## config.mk

```make
export PLATFORM = sky130hd
export DESIGN_NAME = psg_audio_mixer
export DESIGN_NICKNAME = d
export VERILOG_FILES = /design/src/rtl/psg_audio_mixer.sv
export SDC_FILE = /design/constraint.sdc
export NUM_CORES = 1
export LEC_CHECK = 0
export BUFFER_PORTS_ARGS = -buffer_cell sky130_fd_sc_hd__buf_2
export CAP_MARGIN = 30
export CELL_PAD_IN_SITES_DETAIL_PLACEMENT = 1
export CELL_PAD_IN_SITES_GLOBAL_PLACEMENT = 2
export CORE_MARGIN = 5
export CORE_UTILIZATION = 37
export CTS_BUF_LIST = sky130_fd_sc_hd__clkbuf_8
export DETAILED_ROUTE_END_ITERATION = 8
export PLACE_DENSITY = 0.86
export SLEW_MARGIN = 30
export SYNTH_ARGS = -nofsm -noshare
export SYNTH_HDL_FRONTEND = slang
export SYNTH_SLANG_ARGS = --single-unit
```

## constraint.sdc

```tcl
create_clock -name CLK -period 6.2 [get_ports CLK]
set_input_delay 0.62 -clock CLK [delete_from_list [all_inputs] [get_ports CLK]]
set_output_delay 0.62 -clock CLK [all_outputs]
set_load 0.005 [all_outputs]
```

## src/rtl/psg_audio_mixer.sv

```systemverilog
// PSG three-channel stereo mixer with box-filter decimation to 16-bit samples.
// Optional DC-blocking high-pass per channel when PSG_MIXER_DCBLOCK_EN is defined.
module psg_audio_mixer #(
   parameter int unsigned AVG_LOG2 = 4
) (
   input  logic        CLK,
   input  logic        RESET_N,
   input  logic        CE,
   input  logic [7:0]  CH_A,
   input  logic [7:0]  CH_B,
   input  logic [7:0]  CH_C,
   input  logic [1:0]  STEREO_MODE,
   output logic [15:0] OUT_L,
   output logic [15:0] OUT_R,
   output logic        OUT_VALID
);

   localparam int unsigned AccW = 10 + AVG_LOG2;

   logic [AVG_LOG2-1:0] tick_q, tick_d;
   logic [1:0]          mode_q, mode_d;
   logic [AccW-1:0]     acc_l_q, acc_l_d, acc_r_q, acc_r_d;
   logic [1:0]          mode_eff;
   logic [9:0]          a1, b1, c1, a2, b2, c2;
   logic [9:0]          mix_l, mix_r;
   logic [AccW-1:0]     total_l, total_r;
   logic [9:0]          avg_l, avg_r;
   logic                win_done;

   // The first tick of a window mixes with the mode it is latching.
   always_comb begin
      mode_eff = (tick_q == '0) ? STEREO_MODE : mode_q;
      a1 = {2'b00, CH_A};
      b1 = {2'b00, CH_B};
      c1 = {2'b00, CH_C};
      a2 = {1'b0, CH_A, 1'b0};
      b2 = {1'b0, CH_B, 1'b0};
      c2 = {1'b0, CH_C, 1'b0};
      case (mode_eff)
         2'd1: begin
            mix_l = a2 + b1;
            mix_r = c2 + b1;
         end
         2'd2: begin
            mix_l = a2 + c1;
            mix_r = b2 + c1;
         end
         default: begin
            mix_l = a1 + b1 + c1;
            mix_r = a1 + b1 + c1;
         end
      endcase
   end

   always_comb begin
      tick_d   = tick_q;
      mode_d   = mode_q;
      acc_l_d  = acc_l_q;
      acc_r_d  = acc_r_q;
      win_done = 1'b0;
      total_l  = acc_l_q + AccW'(mix_l);
      total_r  = acc_r_q + AccW'(mix_r);
      avg_l    = 10'(total_l >> AVG_LOG2);
      avg_r    = 10'(total_r >> AVG_LOG2);
      if (CE) begin
         tick_d = tick_q + AVG_LOG2'(1);
         if (tick_q == '0) mode_d = STEREO_MODE;
         if (&tick_q) begin
            acc_l_d  = '0;
            acc_r_d  = '0;
            win_done = 1'b1;
         end else begin
            acc_l_d = total_l;
            acc_r_d = total_r;
         end
      end
   end

   always_ff @(posedge CLK or negedge RESET_N) begin
      if (!RESET_N) begin
         tick_q  <= '0;
         mode_q  <= 2'd0;
         acc_l_q <= '0;
         acc_r_q <= '0;
      end else begin
         tick_q  <= tick_d;
         mode_q  <= mode_d;
         acc_l_q <= acc_l_d;
         acc_r_q <= acc_r_d;
      end
   end

`ifdef PSG_MIXER_DCBLOCK_EN
   logic [9:0]  avg_l_q, avg_l_d, avg_r_q, avg_r_d;
   logic        avg_vld_q, avg_vld_d;
   logic [15:0] xp_l_q, xp_l_d, xp_r_q, xp_r_d;
   logic [15:0] y_l_q, y_l_d, y_r_q, y_r_d;
   logic        valid_q, valid_d;
   logic [15:0] x_l, x_r;

   // y = x - x' + y' - y'/256 in 18 bits, saturated to signed 16.
   function automatic logic [15:0] dc_block(input logic [15:0] x, input logic [15:0] xp,
                                            input logic [15:0] yp);
      logic signed [17:0] s;
      logic signed [17:0] ye;
      ye = $signed({{2{yp[15]}}, yp});
      s  = $signed({2'b00, x}) - $signed({2'b00, xp}) + ye - (ye >>> 8);
      if (s > 18'sd32767) return 16'h7fff;
      else if (s < -18'sd32768) return 16'h8000;
      else return s[15:0];
   endfunction

   always_comb begin
      avg_l_d   = win_done ? avg_l : avg_l_q;
      avg_r_d   = win_done ? avg_r : avg_r_q;
      avg_vld_d = win_done;
      x_l       = {1'b0, avg_l_q, 5'b0};
      x_r       = {1'b0, avg_r_q, 5'b0};
      xp_l_d    = xp_l_q;
      xp_r_d    = xp_r_q;
      y_l_d     = y_l_q;
      y_r_d     = y_r_q;
      valid_d   = avg_vld_q;
      if (avg_vld_q) begin
         xp_l_d = x_l;
         xp_r_d = x_r;
         y_l_d  = dc_block(x_l, xp_l_q, y_l_q);
         y_r_d  = dc_block(x_r, xp_r_q, y_r_q);
      end
   end

   always_ff @(posedge CLK or negedge RESET_N) begin
      if (!RESET_N) begin
         avg_l_q   <= '0;
         avg_r_q   <= '0;
         avg_vld_q <= 1'b0;
         xp_l_q    <= '0;
         xp_r_q    <= '0;
         y_l_q     <= '0;
         y_r_q     <= '0;
         valid_q   <= 1'b0;
      end else begin
         avg_l_q   <= avg_l_d;
         avg_r_q   <= avg_r_d;
         avg_vld_q <= avg_vld_d;
         xp_l_q    <= xp_l_d;
         xp_r_q    <= xp_r_d;
         y_l_q     <= y_l_d;
         y_r_q     <= y_r_d;
         valid_q   <= valid_d;
      end
   end

   assign OUT_L     = y_l_q;
   assign OUT_R     = y_r_q;
   assign OUT_VALID = valid_q;
`else
   logic [15:0] out_l_q, out_l_d, out_r_q, out_r_d;
   logic        valid_q, valid_d;

   always_comb begin
      out_l_d = win_done ? {avg_l, 6'b0} : out_l_q;
      out_r_d = win_done ? {avg_r, 6'b0} : out_r_q;
      valid_d = win_done;
   end

   always_ff @(posedge CLK or negedge RESET_N) begin
      if (!RESET_N) begin
         out_l_q <= '0;
         out_r_q <= '0;
         valid_q <= 1'b0;
      end else begin
         out_l_q <= out_l_d;
         out_r_q <= out_r_d;
         valid_q <= valid_d;
      end
   end

   assign OUT_L     = out_l_q;
   assign OUT_R     = out_r_q;
   assign OUT_VALID = valid_q;
`endif

endmodule

```

==> reports/metrics.yaml, run 1 <==
finish:
  areaGrowthSynthToFinish_pct: 9.44
  diodes: 0
  final_cell_mix: "dfrtp_1, o21ai_0, ha_1"
  layout.nets: 679
  drive_gt1_frac: 0.128
  stdcell_area_sq_mm: 0.00531
  final_common_cell: "dfrtp_1"
sta:
  period_share: 0.911
  finClkSkew_ps: 12.5
  slew_violations: 0
  rsz0062_at_grt: "false"
  period_minus_slack_ps: 5650
  worst_slack_ps: 553
  fmax_ghz: 0.177
  hold_viol: 0
  worst_pin_slew_ps: 890
  setup_viol: 0
  tns_ps: 0
  maxSlewHeadroom: 0.407
logic_synthesis:
  yosys_most_used_dff: "dfrtp_1"
  synth.cell_area_sq_mm: 0.00485
  postSynthCellCount: 542
  synth_seq_cells: 55
  synth_edf_count: 0
  synthArstFlopShare: 1.00
  ys_seq_area_frac: 0.284
  synth_warnings: 0
  synth_cell_type_count: 52
  syn_area_per_cell_sq_um: 8.95
place:
  dp_hpwl_um: 10600
  place_congestion: 0.831
  portBuffers: 49
  dpl_cell_area_sq_mm: 0.00522
  post-place-ws_ps: 561
floorplanning:
  die_width_um: 125
  fp.dieH_um: 125
  start_util: 0.381
  core_sq_mm: 0.0127
  io_pins: 62
  die-area_sq_mm: 0.0155
  num_rows: 41
clock_tree:
  htreeDepth: 2
  post-cts-setup-buffer-count: 0
  cts_tree: "built"
  cts_hold_buffers: 0
  cts.sinks: 55
  cts_resized: 0
  clock_latency_ps: 320
  root_buffer: "clkbuf_8"
  cts.path.max_buffers: 2
  clk_pin_slew_worst_paths_ps: 100
  numCtsBuffers: 5
route:
  drt-initial-drc-count: 161
  dr.pass1.iters: 4
  ant_nets: 0
  wl_per_cell_um: 17.3
  routed_wl_um: 13100
  vias_per_cell: 5.46
  routed-via-count: 4126
  drc_errors: 0
grt:
  grt_max_degree: 56
  grt_first_pass_wirelength_um: 22100
  grt_usage: 0.168
  antenna_found_initial: 0
  overflow: 0
  grt_pass1_vias: 4385
critical_path:
  critPathLaunchType: "flip-flop"
  critPathMaxFanout: 16
  reg2reg_to: "OUT_L[14]$_DFFE_PN0P_"
  crit_required_ps: 6430
  r2r_start: "tick_q[0]$_DFFE_PN0P_"
  worstSetupEndpointType: "flip-flop"
  cp_data_arrival_time_ps: 5880
  crit_type: "reg2reg"
  ff2ff_path_depth: 21
  worst-r2r-setup-slack_ps: 550
flow_run:
  maxCapViolCount: 0
power:
  vdd_drop_max_mv: 0.169
  power_density_mw_per_mm2: 578
  p_leak_nw: 2.41
run_status:
  status: "complete, no violations"
min_path:
  hold_path.class: "in2async"
cells by family after synthesis:
group                    synth area share
multiplexers                       0.0273
AND/OR/NAND/NOR                     0.109
other                            0.000773
XOR/XNOR                           0.0758
flip-flops                          0.284
AO/OA/AOI/OAI                       0.253
adder cells (fa/ha/maj)             0.194
buffers and inverters              0.0552
registers in the layout, summed over array words and instances, names as in the netlist:
name,cells
OUT_VALID,1
OUT_L,10
OUT_R,10
acc_l_q,14
mode_q,2
acc_r_q,14
tick_q,4
report_power, final:
| group | switching [W] | leakage, nW | internal [W] |
|---|---|---|---|
| logic | 0.00132 | 1.68 | 0.000915 |
| clock network | 0.000132 | 0.0408 | 0.0000812 |
| registers | 0.000100 | 0.691 | 0.000518 |
| total | 0.00155 | 2.41 | 0.00151 |
stage by stage:
stage	total power [W]	utilization	hold slack [ps]	cells
after floorplan	0.00226	-	324	553
after global placement	0.00275	0.410	457	748
after detailed placement	0.00285	0.410	465	748
after CTS	0.00309	0.417	468	756
after global routing	0.00338	0.417	509	756
final	0.00307	0.417	443	756
per-layer routing:
layer / wire length, um / GRT usage / part of all wire
met5: 0 / 0 / 0
met4: 109 / 0.0316 / 0.0083
met3: 353 / 0.0150 / 0.027
met2: 6300 / 0.292 / 0.48
met1: 6320 / 0.229 / 0.48
worst max-delay path: stages, from the launching register on:
cell and delay (ps):
dfrtp_1 430, inv_1 80, ha_1 130, nor3b_1 370
mux2i_1 360, ha_1 610, mux2_2 410, ha_1 210
fa_1 400, nand3_1 100, nand2_1 80, a21o_1 180
a21o_1 200, xor2_1 150, a22o_1 190, ha_1 320
inv_1 150, o31ai_1 90, a221oi_1 590, nor2_1 190
xnor2_1 160, o21ai_0 160
worst max path at each step:
stage | startpoint | endpoint | slack, ps | depth (start not counted)
2_1_floorplan | tick_q[0]$_DFFE_PN0P_ | acc_l_q[12]$_DFFE_PN0P_ | 1210 | 20
3_3_place_gp | tick_q[0]$_DFFE_PN0P_ | acc_l_q[12]$_DFFE_PN0P_ | 830 | 21
3_5_place_dp | tick_q[0]$_DFFE_PN0P_ | OUT_L[14]$_DFFE_PN0P_ | 560 | 21
4_1_cts | tick_q[0]$_DFFE_PN0P_ | OUT_L[14]$_DFFE_PN0P_ | 500 | 21
5_1_grt | tick_q[0]$_DFFE_PN0P_ | OUT_L[14]$_DFFE_PN0P_ | 100 | 21
6_report | tick_q[0]$_DFFE_PN0P_ | OUT_L[14]$_DFFE_PN0P_ | 550 | 21
cell usage after synthesis (3+ instances only):
| master | count | area share |
|---|---|---|
| o22ai_1 | 6 | 0.0077 |
| nand4_1 | 3 | 0.0039 |
| o31ai_1 | 3 | 0.0046 |
| a21oi_1 | 38 | 0.039 |
| a31oi_1 | 4 | 0.0052 |
| nand2_1 | 51 | 0.039 |
| dfrtp_1 | 55 | 0.28 |
| xnor2_1 | 32 | 0.058 |
| nor3_1 | 4 | 0.0041 |
| or3_1 | 5 | 0.0064 |
| xor2_1 | 10 | 0.018 |
| inv_1 | 31 | 0.024 |
| o21bai_1 | 8 | 0.012 |
| a21o_1 | 11 | 0.017 |
| clkbuf_1 | 15 | 0.012 |
| a32o_1 | 3 | 0.0062 |
| o2bb2ai_1 | 8 | 0.014 |
| o21a_1 | 7 | 0.011 |
| a22o_1 | 7 | 0.013 |
| ha_1 | 53 | 0.14 |
| mux2_2 | 10 | 0.023 |
| a221oi_1 | 4 | 0.0072 |
| a22oi_1 | 5 | 0.0077 |
| a211oi_1 | 13 | 0.020 |
| nor2_1 | 31 | 0.024 |
| buf_4 | 12 | 0.019 |
| o21ai_0 | 53 | 0.055 |
| fa_1 | 14 | 0.058 |
| nand2b_1 | 11 | 0.014 |
| nor2b_1 | 3 | 0.0039 |
| nand3_1 | 4 | 0.0041 |
area by class of cell:
| type | count | area, sq um |
|---|---|---|
| fillers | 1570 | 7410 |
| multi-input cells | 439 | 3250 |
| flip-flops and latches | 55 | 1380 |
| repair buffers | 51 | 260 |
| well taps | 172 | 215 |
| inverters | 31 | 116 |
| clock buffers | 5 | 68.8 |
| clock inverters | 3 | 23.8 |
Power figures use the tool's default switching activity.
==> inputs of run 2 (changes only) <==
==> config.mk (replaced) <==
export PLATFORM = sky130hd
export DESIGN_NAME = psg_audio_mixer
export DESIGN_NICKNAME = d
export VERILOG_FILES = /design/src/rtl/psg_audio_mixer.sv
export SDC_FILE = /design/constraint.sdc
export NUM_CORES = 1
export LEC_CHECK = 0
export CAP_MARGIN = 30
export CELL_PAD_IN_SITES_DETAIL_PLACEMENT = 1
export CELL_PAD_IN_SITES_GLOBAL_PLACEMENT = 2
export CORE_MARGIN = 5
export CORE_UTILIZATION = 41
export CTS_BUF_LIST = sky130_fd_sc_hd__clkbuf_8
export DETAILED_ROUTE_END_ITERATION = 8
export DONT_BUFFER_PORTS = 1
export PLACE_DENSITY = 0.87
export SLEW_MARGIN = 25
export SYNTH_ARGS = -nofsm -noshare
export SYNTH_HDL_FRONTEND = slang
export SYNTH_SLANG_ARGS = --single-unit
==> reports/metrics.yaml, run 2 (synthesized netlist as in run 1, its figures left out) <==
critical_path:
  critPathMaxFanout: 16
  crit_required_ps: 6460
  crit_type: "reg2reg"
  worstSetupEndpointType: "flip-flop"
  cp_data_arrival_time_ps: 5770
  r2r_start: "tick_q[0]$_DFFE_PN0P_"
  worst-r2r-setup-slack_ps: 690
  ff2ff_path_depth: 19
  critPathLaunchType: "flip-flop"
  reg2reg_to: "acc_l_q[12]$_DFFE_PN0P_"
grt:
  antenna_found_initial: 0
  grt_max_degree: 56
  grt_pass1_vias: 4101
  grt_usage: 0.180
  grt_first_pass_wirelength_um: 21100
  overflow: 0
floorplanning:
  io_pins: 62
  die_width_um: 119
  die-area_sq_mm: 0.0141
  core_sq_mm: 0.0115
  start_util: 0.421
  num_rows: 39
  fp.dieH_um: 119
power:
  netSwitchingFraction: 0.489
  p_leak_nw: 2.24
  p_int_w: 0.00157
  p_comb_frac: 0.701
  vdd_drop_max_mv: 0.188
  pwr-share-clk: 0.093
  power_density_mw_per_mm2: 601
  seqPwrFrac: 0.207
  switching_power_w: 0.00150
sta:
  timing.hold.ws_ps: 156
  slew_violations: 0
  finClkSkew_ps: 5.50
  maxSlewHeadroom: 0.462
  hold_viol: 0
  fmax_ghz: 0.181
  period_minus_slack_ps: 5510
  worst_slack_ps: 689
  period_share: 0.889
  tns_ps: 0
  rsz0062_at_grt: "false"
  worst_pin_slew_ps: 807
  setup_viol: 0
finish:
  seq_area_sq_mm: 0.00138
  final_cell_mix: "dfrtp_1, o21ai_0, ha_1"
  final_common_cell: "dfrtp_1"
  utilization: 0.444
  layout.nets: 631
  drive_gt1_frac: 0.0522
  diodes: 0
  reg_top3: "acc_l_q: 14 flops, acc_r_q: 14 flops"
  areaGrowthSynthToFinish_pct: 5.31
  fillCellCount: 1344
  stdcell_count: 679
  multi_input_area_sq_mm: 0.00325
min_path:
  hold_path.class: "in2async"
flow_run:
  maxCapViolCount: 0
route:
  vias_per_cell: 5.80
  routed-via-count: 3936
  drc_errors: 0
  drt-initial-drc-count: 104
  routed_wl_um: 12400
  wl_per_cell_um: 18.3
  dr.pass1.iters: 4
  ant_nets: 0
clock_tree:
  root_buffer: "clkbuf_8"
  htreeDepth: 2
  post-cts-setup-buffer-count: 0
  cts.sinks: 55
  numCtsBuffers: 5
  clk_pin_slew_worst_paths_ps: 100
  cts.path.max_buffers: 2
  cts_tree: "built"
  clock_latency_ps: 320
place:
  place_congestion: 0.829
  dp_hpwl_um: 10200
  post-place-ws_ps: 585
  portBuffers: 0
  dp.cells: 670
run_status:
  status: "complete, no violations"
## run 2: cell types whose count changed in the layout (fill, tap and decap cells not counted), sizes merged
cell      delta
buf         -48
bufinv       +2
clkinvlp     -1
inv          -1
## run 2: how the worst max path moves through the flow
| stage | from | to | slack [ps] | cells after the start |
|---|---|---|---|---|
| floorplan | tick_q[0]$_DFFE_PN0P_ | acc_l_q[12]$_DFFE_PN0P_ | 1210 | 20 |
| global placement | tick_q[0]$_DFFE_PN0P_ | OUT_L[14]$_DFFE_PN0P_ | 770 | 21 |
| detailed placement | tick_q[0]$_DFFE_PN0P_ | acc_l_q[12]$_DFFE_PN0P_ | 590 | 19 |
| CTS | tick_q[0]$_DFFE_PN0P_ | acc_l_q[12]$_DFFE_PN0P_ | 540 | 19 |
| global route | tick_q[0]$_DFFE_PN0P_ | acc_l_q[12]$_DFFE_PN0P_ | 150 | 19 |
| finish | tick_q[0]$_DFFE_PN0P_ | acc_l_q[12]$_DFFE_PN0P_ | 690 | 19 |
## run 2: timing repair
| item | CTS | global route |
|---|---|---|
| endpoints found under the setup margin | 0 | 1 |
| hold endpoints to repair | 55 | 0 |
| resized for setup | 0 | 1 |
| hold buffers | 1 | 0 |
## run 2: per-layer routing
metal | track usage | part of all wire | vias to the layer above
li1 | - | - | 1913
met1 | 0.234 | 0.45 | 1943
met3 | 0.0353 | 0.044 | 13
met2 | 0.307 | 0.49 | 67
met5 | 0 | 0 | -
met4 | 0.0492 | 0.016 | 0
## run 2: through the flow
stage          power (W)  area (sq um)
6_report         0.00307          5110
5_1_grt          0.00339          5110
4_1_cts          0.00309          5110
3_5_place_dp     0.00277          4940
3_3_place_gp     0.00268          4930
2_1_floorplan    0.00226          4890
## run 2: power by group through the flow
stage | Combinational, W | Sequential, W | Clock (W)
after global placement | 0.00204 | 0.000637 | 0
final | 0.00215 | 0.000634 | 0.000285
after detailed placement | 0.00213 | 0.000644 | 0
after global routing | 0.00243 | 0.000655 | 0.000313
after floorplan | 0.00165 | 0.000609 | 0
after CTS | 0.00216 | 0.000637 | 0.000296
## run 2: cell type report
class                           count  share of cell area
Clock buffer                        5              0.0135
Clock inverter                      3              0.0132
Inverter                           31              0.0228
Multi-Input combinational cell    439               0.636
Sequential cell                    55               0.269
Tap cell                          143              0.0350
Timing Repair Buffer                3             0.00979
## run 2: worst max-delay path, stage by stage, from the launching register on
cell	delay [ps]
dfrtp_1	440
inv_1	70
ha_1	130
nor3b_1	360
mux2i_1	370
ha_2	450
mux2_2	420
ha_1	290
a21oi_1	130
nor2b_1	80
o31a_1	260
o41ai_1	330
xor2_1	130
o21ai_0	290
ha_1	350
o21a_1	200
a221oi_1	610
nor2_1	190
o21ai_0	190
a22o_1	140
==> inputs of run 3 (changes only) <==
--- a/config.mk
+++ b/config.mk
@@ -14,6 +14,7 @@
 export DETAILED_ROUTE_END_ITERATION = 8
 export DONT_BUFFER_PORTS = 1
 export PLACE_DENSITY = 0.87
+export SKIP_LAST_GASP = 1
 export SLEW_MARGIN = 25
 export SYNTH_ARGS = -nofsm -noshare
 export SYNTH_HDL_FRONTEND = slang
==> constraint.sdc (replaced) <==
create_clock -name CLK -period 6.1 [get_ports CLK]
set_input_delay 0.61 -clock CLK [delete_from_list [all_inputs] [get_ports CLK]]
set_output_delay 0.61 -clock CLK [all_outputs]
set_load 0.005 [all_outputs]
==> reports/metrics.yaml, run 3 (synthesized netlist as in run 1, its figures left out) <==
floorplanning:
  core_sq_mm: 0.0115
  num_rows: 39
  die-area_sq_mm: 0.0141
  start_util: 0.421
  fp.dieH_um: 119
  io_pins: 62
  die_width_um: 119
clock_tree:
  numCtsBuffers: 5
  cts.sinks: 55
  htreeDepth: 2
  cts_tree: "built"
  post-cts-setup-buffer-count: 0
  clk_pin_slew_worst_paths_ps: 110
  root_buffer: "clkbuf_8"
  clock_latency_ps: 320
  cts.path.max_buffers: 2
finish:
  utilization: 0.444
  diodes: 0
  drive_gt1_frac: 0.0522
  final_common_cell: "dfrtp_1"
  areaGrowthSynthToFinish_pct: 5.31
  layout.nets: 631
  fillCellCount: 1338
  reg_top3: "acc_l_q: 14 flops, acc_r_q: 14 flops"
  final_cell_mix: "dfrtp_1, o21ai_0, ha_1"
sta:
  setup_viol: 0
  slew_violations: 0
  worst_slack_ps: 631
  period_minus_slack_ps: 5470
  timing.hold.ws_ps: 129
  maxSlewHeadroom: 0.451
  rsz0062_at_grt: "false"
  period_share: 0.897
  finClkSkew_ps: 8.52
  hold_viol: 0
  tns_ps: 0
  fmax_ghz: 0.183
  worst_pin_slew_ps: 824
critical_path:
  worstSetupEndpointType: "flip-flop"
  crit_path_start: "tick_q[0]$_DFFE_PN0P_"
  critPathMaxFanout: 16
  crit_family: "compound AO/OA/AOI/OAI gates"
  cp_slowest_cell: "a221oi_1"
  critical_path.most_common_cell: "ha_1"
  r2r_start: "tick_q[0]$_DFFE_PN0P_"
  cp_data_arrival_time_ps: 5740
  crit_type: "reg2reg"
  path_cells: "inv_1 > ha_1 > nor3b_1 > mux2i_1 > ha_2 > mux2_2 > ha_1 > a21oi_1 > nor2b_1 > o31a_1 > o41ai_1 > xor2_1 > o21ai_0 > ha_1 > o21a_1 > a221oi_1 > nor2_1 > o21ai_0 > a22o_1"
  crit_buf_inv: 1
  critPathLaunchType: "flip-flop"
  crit_required_ps: 6370
  critPathMaxStageDelay_ps: 610
route:
  drc_errors: 0
  drt-initial-drc-count: 96
  routed_wl_um: 12400
  wl_per_cell_um: 18.3
  vias_per_cell: 5.75
  ant_nets: 0
  dr.pass1.iters: 4
  routed-via-count: 3906
grt:
  grt_first_pass_wirelength_um: 20900
  grt_pass1_vias: 4106
  grt_usage: 0.180
  grt_max_degree: 56
  overflow: 0
  antenna_found_initial: 0
place:
  place_congestion: 0.829
  post-place-ws_ps: 538
  portBuffers: 0
  dp_hpwl_um: 10200
run_status:
  status: "complete, no violations"
power:
  fin_total_pwr_w: 0.00312
  power_density_mw_per_mm2: 610
  p_leak_nw: 2.24
  vdd_drop_max_mv: 0.187
flow_run:
  maxCapViolCount: 0
min_path:
  hold_path.class: "in2async"
-- run 3: cell counts in the layout (fill, tap and decap cells not counted) --
No cell type changed its count.
-- run 3: power by group --
group          switching, W  internal [W]
clock network      0.000128      0.000164
registers          0.000118      0.000528
logic               0.00128      0.000902
-- run 3: cell type report --
cell class | instances | area (sq um) | share of cell area
Multi-Input combinational cell | 439 | 3250 | 0.636
Inverter | 31 | 116 | 0.0228
Timing Repair Buffer | 3 | 50.0 | 0.00979
Tap cell | 143 | 179 | 0.0350
Clock inverter | 3 | 67.6 | 0.0132
Sequential cell | 55 | 1380 | 0.269
Clock buffer | 5 | 68.8 | 0.0135
-- run 3: routing by layer --
metal  track usage  vias to the layer above  part of all wire
li1              -                     1914                 -
met1         0.233                     1929              0.45
met2         0.308                       54              0.50
met3        0.0363                        9             0.039
met4        0.0427                        0             0.012
met5             0                        -                 0
-- run 3: repair_timing --
| item | in CTS | in global routing |
|---|---|---|
| resized for setup | 0 | 1 |
| endpoints found under the hold margin | 55 | 0 |
| hold buffers | 1 | 0 |
| setup endpoints to repair | 0 | 1 |
-- run 3: path summary, 6_finish.rpt --
kind                                            to  slack, ps  cells past startpoint
setup / recovery           acc_l_q[12]$_DFFE_PN0P_        630                     19
hold / removal              acc_l_q[1]$_DFFE_PN0P_        130                      1
setup reg to reg           acc_l_q[12]$_DFFE_PN0P_        630                     19
hold reg to reg              OUT_R[12]$_DFFE_PN0P_        510                      2
max in group asynchronous   acc_r_q[8]$_DFFE_PN0P_       5720                      1
min in group CLK             mode_q[0]$_DFFE_PN0P_        360                      1
-- run 3: stage by stage --
step | area [sq um] | cells
CTS | 5110 | 679
finish | 5110 | 679
detailed placement | 4940 | 670
global route | 5110 | 679
global placement | 4930 | 669
floorplan | 4890 | 553
